$ cat src/rtl/uart_rx_frame_pkg.sv
// Shared UART definitions: baud codes, oversampling constants, receiver
// state encoding and the oversample divider function used by both ends.
package uart_rx_frame_pkg;

  localparam logic [3:0] BAUD_9600   = 4'd0;
  localparam logic [3:0] BAUD_19200  = 4'd1;
  localparam logic [3:0] BAUD_38400  = 4'd2;
  localparam logic [3:0] BAUD_57600  = 4'd3;
  localparam logic [3:0] BAUD_115200 = 4'd4;

  localparam int         OVS         = 16;
  localparam logic [3:0] SAMPLE_LO   = 4'd7;
  localparam logic [3:0] SAMPLE_MID  = 4'd8;
  localparam logic [3:0] SAMPLE_HI   = 4'd9;
  localparam logic [3:0] SAMPLE_LAST = 4'(OVS - 1);

  localparam int DIV_W = 16;

  typedef enum logic [1:0] {
    IDLE  = 2'd0,
    START = 2'd1,
    DATA  = 2'd2,
    STOP  = 2'd3
  } rx_state_t;

  // Baud rate for a baud_set code; unknown codes fall back to 9600.
  function automatic int unsigned baud_rate(input logic [3:0] code);
    case (code)
      BAUD_19200:  return 19200;
      BAUD_38400:  return 38400;
      BAUD_57600:  return 57600;
      BAUD_115200: return 115200;
      default:     return 9600;
    endcase
  endfunction

  // Clocks per oversample tick, rounded to nearest.
  function automatic logic [DIV_W-1:0] baud_div(input int unsigned clk_hz,
                                                input logic [3:0]  code);
    int unsigned rate;
    rate = baud_rate(code);
    return DIV_W'((clk_hz + rate * 8) / (rate * 16));
  endfunction

  function automatic logic majority3(input logic a, input logic b, input logic c);
    return (a & b) | (a & c) | (b & c);
  endfunction

endpackage

$ cat src/rtl/uart_rx_frame_baud_tick.sv
// Oversample tick generator: latches the divisor while the receiver is idle
// and produces a one-cycle tick every DIV clocks, realignable by clear.
module uart_rx_frame_baud_tick
  import uart_rx_frame_pkg::*;
#(
  parameter int unsigned CLK_FREQ_HZ = 50_000_000
) (
  input  logic       clk,
  input  logic       rst,
  input  logic [3:0] baud_set,
  input  logic       latch_en,
  input  logic       clear,
  output logic       tick
);

  logic [DIV_W-1:0] div_q;
  logic [DIV_W-1:0] tick_cnt;

  // Divisor only follows baud_set while idle so a frame keeps one rate.
  always_ff @(posedge clk) begin
    if (rst) begin
      div_q <= baud_div(CLK_FREQ_HZ, BAUD_9600);
    end else if (latch_en) begin
      div_q <= baud_div(CLK_FREQ_HZ, baud_set);
    end
  end

  // Tick counter; clear restarts the phase at the start edge, and the >= wrap
  // recovers if a smaller divisor is latched while the count is already high.
  always_ff @(posedge clk) begin
    if (rst || clear) begin
      tick_cnt <= '0;
    end else if (tick_cnt >= div_q - 1'b1) begin
      tick_cnt <= '0;
    end else begin
      tick_cnt <= tick_cnt + 1'b1;
    end
  end

  assign tick = (tick_cnt == div_q - 1'b1);

endmodule

$ cat src/rtl/uart_rx_frame.sv
// UART receiver, 8N1 LSB first, 16x oversampling with a 3-sample majority
// vote per bit. Delivers each good byte with a one-cycle rx_done pulse and
// flags a low stop bit with a one-cycle frame_err pulse.
module uart_rx_frame
  import uart_rx_frame_pkg::*;
#(
  parameter int unsigned CLK_FREQ_HZ = 50_000_000
) (
  input  logic       clk,
  input  logic       rst,
  input  logic [3:0] baud_set,
  input  logic       rs232_rx,
  output logic [7:0] rx_data,
  output logic       rx_done,
  output logic       frame_err,
  output logic       busy
);

  logic      rx_meta;
  logic      rx_s;
  rx_state_t state;
  logic      armed;
  logic [3:0] sample_cnt;
  logic [2:0] bit_idx;
  logic [1:0] samples;
  logic [7:0] shreg;
  logic      tick;
  logic      start_det;
  logic      vote;

  assign start_det = (state == IDLE) && armed && !rx_s;
  assign vote      = majority3(samples[0], samples[1], rx_s);

  // Two-flop synchronizer; rx_s is the only view of the line in the design.
  always_ff @(posedge clk) begin
    if (rst) begin
      rx_meta <= 1'b0;
      rx_s    <= 1'b0;
    end else begin
      rx_meta <= rs232_rx;
      rx_s    <= rx_meta;
    end
  end

  uart_rx_frame_baud_tick #(
    .CLK_FREQ_HZ(CLK_FREQ_HZ)
  ) u_baud_tick (
    .clk      (clk),
    .rst      (rst),
    .baud_set (baud_set),
    .latch_en (state == IDLE),
    .clear    (start_det),
    .tick     (tick)
  );

  // Receive FSM with sample capture, shift register and registered outputs;
  // the stop decision is made at sample 9 so a back-to-back start is caught.
  always_ff @(posedge clk) begin
    if (rst) begin
      state      <= IDLE;
      armed      <= 1'b0;
      sample_cnt <= '0;
      bit_idx    <= '0;
      samples    <= '0;
      shreg      <= '0;
      rx_data    <= '0;
      rx_done    <= 1'b0;
      frame_err  <= 1'b0;
      busy       <= 1'b0;
    end else begin
      rx_done   <= 1'b0;
      frame_err <= 1'b0;

      if (tick && (state != IDLE)) begin
        sample_cnt <= sample_cnt + 4'd1;
        if (sample_cnt == SAMPLE_LO)  samples[0] <= rx_s;
        if (sample_cnt == SAMPLE_MID) samples[1] <= rx_s;
      end

      case (state)
        IDLE: begin
          if (rx_s) armed <= 1'b1;
          if (start_det) begin
            state      <= START;
            sample_cnt <= '0;
            busy       <= 1'b1;
          end
        end

        START: begin
          if (tick) begin
            if ((sample_cnt == SAMPLE_HI) && vote) begin
              state <= IDLE;
              busy  <= 1'b0;
            end else if (sample_cnt == SAMPLE_LAST) begin
              state   <= DATA;
              bit_idx <= '0;
            end
          end
        end

        DATA: begin
          if (tick) begin
            if (sample_cnt == SAMPLE_HI) shreg[bit_idx] <= vote;
            if (sample_cnt == SAMPLE_LAST) begin
              if (bit_idx == 3'd7) state   <= STOP;
              else                 bit_idx <= bit_idx + 3'd1;
            end
          end
        end

        STOP: begin
          if (tick && (sample_cnt == SAMPLE_HI)) begin
            state   <= IDLE;
            busy    <= 1'b0;
            bit_idx <= '0;
            if (vote) begin
              rx_data <= shreg;
              rx_done <= 1'b1;
            end else begin
              frame_err <= 1'b1;
              armed     <= 1'b0;
            end
          end
        end

        default: begin
          state <= IDLE;
          busy  <= 1'b0;
        end
      endcase
    end
  end

endmodule

$ cat config.mk
export PLATFORM = sky130hd
export DESIGN_NAME = uart_rx_frame
export DESIGN_NICKNAME = d
export VERILOG_FILES = /design/src/rtl/uart_rx_frame_pkg.sv /design/src/rtl/uart_rx_frame_baud_tick.sv /design/src/rtl/uart_rx_frame.sv
export SDC_FILE = /design/constraint.sdc
export NUM_CORES = 1
export LEC_CHECK = 0
export BUFFER_PORTS_ARGS = -buffer_cell sky130_fd_sc_hd__buf_4
export CAP_MARGIN = 40
export CORE_AREA = 2 2 135 137
export CTS_BUF_LIST = sky130_fd_sc_hd__clkbuf_4
export DETAILED_ROUTE_END_ITERATION = 8
export DIE_AREA = 0 0 137 139
export MAX_ROUTING_LAYER = met4
export PLACE_DENSITY = 0.77
export REMOVE_ABC_BUFFERS = 1
export SLEW_MARGIN = 20
export SYNTH_ARGS = -nofsm -noshare
export SYNTH_HDL_FRONTEND = slang
export SYNTH_SLANG_ARGS = --single-unit
$ cat constraint.sdc
create_clock -name clk -period 43.4 [get_ports clk]
set_input_delay 2.17 -clock clk [delete_from_list [all_inputs] [get_ports clk]]
set_output_delay 2.17 -clock clk [all_outputs]
set_load 0.03 [all_outputs]
==> impl_results.md <==
* Hold/Removal Path Class: flip-flop to flip-flop
* Max clock buf depth at 2
* CP Launch Type: primary input
* Share of cells above drive strength 1 at 0.0871
* Synthesized instance count at 1376
* CP delay by family, top: compound AO/OA/AOI/OAI gates
* Worst hold stages at 2
* Top FF cell, synth: dfxtp_1
* Post-CTS Resized at 0
* Routed wire length at 27400 um
* Worst skew pair latency at 0.45 ns
* Setup Viol. Count Final at 0
* Initial core utilization at 0.590
* DR DRC count at 0
* CP arrival at 38.53 ns
* Core area at 0.0177 mm^2
* Critical Path End Type: flip-flop
* Status: finished clean
* #FFs+latches synth at 65
* Post-DRT Antenna Nets at 0
* Cell taking the most area after synthesis: ha_1
* CTS Buf Count at 9
* Site row count at 49
* Rel. slew slack at 0.396
* Slew Viols, Final at 0
* Global-route wire length before repair at 44900 um
* Min-delay src: shreg[0]
* DRT iter0 DRCs at 554
* CTS tree: yes
* Vias in the first global route at 9366
* Crit Reg-Reg Startpoint: u_baud_tick.div_q[2]
* Largest cells by area after synthesis: ha_1 (19%), dfxtp_1 (12%), nor2_1 (6.5%)
* Placer Congestion at 0.983
* Hold Fails Final Rpt at 0
* Clock Skew at 0.0296 ns
* IO Port Bufs at 17
* Register area at 0.00130 mm^2
* Post-DP HPWL at 21300 um
* Avg WL per Cell at 16.9 um
* Yosys top cell area share at 0.191
* DR vias at 10200
* Max cap viols at 0
* Fillers at 1605
* CP max FO at 27
* Multi-input logic area at 0.00883 mm^2
* Worst Path Required at 43.74 ns
* Yosys warnings at 0
* Final nets at 1551
* Synthesis-to-finish area growth at 4.72%
* Die area at 0.0190 mm^2
* Worst path buffer plus inverter count at 5
* Pin count of the biggest net entering global routing at 42
* Die Span Y at 139 um
* Post-CTS setup buffers at 0
* Pre-antenna DRT Iters at 5
* Initial antenna violation count at 1
* Count leader, synth: nor2_1
* Post-Syn Area at 0.0104 mm^2
* # hold bufs at CTS at 0
* Measured slew at the worst slew-check pin at 0.900 ns
* RSZ-0062 raised after global routing: false
* Root Driver: clkbuf_4
* CTS clk-pin slew, worst paths at 0.13 ns
* EDFF count, synth at 0
* Die Wd at 137 um
* Total track usage at 0.297
* Synth async-reset ratio at 0
* Post-route clock period utilization at 0.880
* TritonCTS Sinks at 65
* Stages on worst setup path at 150
* CP max stage delay at 0.75 ns
* I/O pin total at 18
* Crit path top cell by count: o21a_1
* Register area share after synthesis at 0.125
* Mean Syn Cell Area at 7.57 um^2
* Fin crit period at 38.19 ns
* Most frequent cells after synthesis: nor2_1 (181), ha_1 (159), nand2_1 (98)
* Yosys cell types at 90
* Worst Setup SP: baud_set[1]
* Slowest cell on crit path: nor3_1
* Worst R2R Path Depth at 13
* FMAX at 0.0262 GHz
* Htree depth at 3
* Setup TNS at 0 ns
* CP Class: primary input to flip-flop
* Vias/cell at 6.32
* GR Overflow Total at 0
metal layers:
layer / up-vias / global-route usage / share of wire
met4: 0 / 0.117 / 0.036
met2: 305 / 0.477 / 0.46
met3: 72 / 0.0355 / 0.060
met1: 4701 / 0.377 / 0.45
li1: 5152 / - / -
met5: - / - / 0
metrics by stage:
step	hold slack (ns)	instances	worst slack (ns)	area, um^2	utilization
floorplan	0.414	1342	8.64	10300	-
global placement	0.428	1599	6.10	10800	0.610
detailed placement	0.460	1603	5.39	10800	0.612
CTS	0.476	1618	5.77	10900	0.618
global route	0.499	1619	2.33	10900	0.618
finish	0.475	1619	5.21	10900	0.618
kinds of logic after synthesis:
family | synth area share
fa+ha+maj | 0.192
mux | 0.0673
flops | 0.125
simple gates | 0.243
buf+inv | 0.0305
compound gates | 0.277
xor+xnor | 0.0647
other cells | 0.000721
sequential cells by signal, indices dropped and copies added, names as in the netlist, 2 cells and up, named ones only:
register,flops
u_baud_tick.div_q,16
u_baud_tick.tick_cnt,16
rx_data,8
shreg,8
sample_cnt,4
bit_idx,3
samples,2
worst paths after layout:
kind         slack, ns                    to
min reg2reg       0.48              shreg[0]
max reg2reg      39.42              shreg[4]
max               5.21  u_baud_tick.div_q[0]
min               0.48              shreg[0]
cell type report:
| type | count | area share |
|---|---|---|
| Antenna cell | 1 | 0.000229 |
| Tap cell | 229 | 0.0263 |
| Clock inverter | 6 | 0.00333 |
| Inverter | 39 | 0.0134 |
| Clock buffer | 9 | 0.00619 |
| Timing Repair Buffer | 32 | 0.0219 |
| Sequential cell | 65 | 0.119 |
| Multi-Input combinational cell | 1238 | 0.809 |
cells in the final DEF (no fill, tap or decap), drive strengths merged, types with 5 or more instances in the layout:
cell type,synthesis,final
nor2,183,183
ha,159,159
nand2,99,99
nor3,89,89
a21oi,87,87
o21a,82,82
dfxtp,65,65
o21ai,65,65
xnor2,43,43
a21o,39,39
inv,39,39
xor2,34,34
mux2,34,34
buf,12,32
mux2i,28,28
nand3,27,27
nor2b,20,20
o31ai,20,20
a211oi,20,20
o211ai,19,19
or2,12,12
nor4,12,12
nand2b,11,11
nand4,11,11
and2,10,10
and3,9,9
clkbuf,27,9
or3,8,8
a31oi,8,8
nand3b,7,7
conb,2,7
o211a,6,6
o22ai,5,5
o31a,5,5
or4,5,5
a21boi,5,5
nor4b,5,5
worst reg2reg max path, cell delays in order, from the launching register on:
cell and delay [ns]:
dfxtp_1 0.41, or4_1 0.59, or4_1 0.51, nor4_1 0.26, xnor2_1 0.12, ha_1 0.29
nand4_1 0.12, nor4_1 0.30, buf_2 0.23, nor3b_1 0.32, nor2b_1 0.35, nand3b_1 0.14
mux2i_1 0.16, nor2_1 0.06
Power is left out: the tool's default activity adds up to more than one toggle a clock period on the data nets, which glitch-free logic cannot reach.
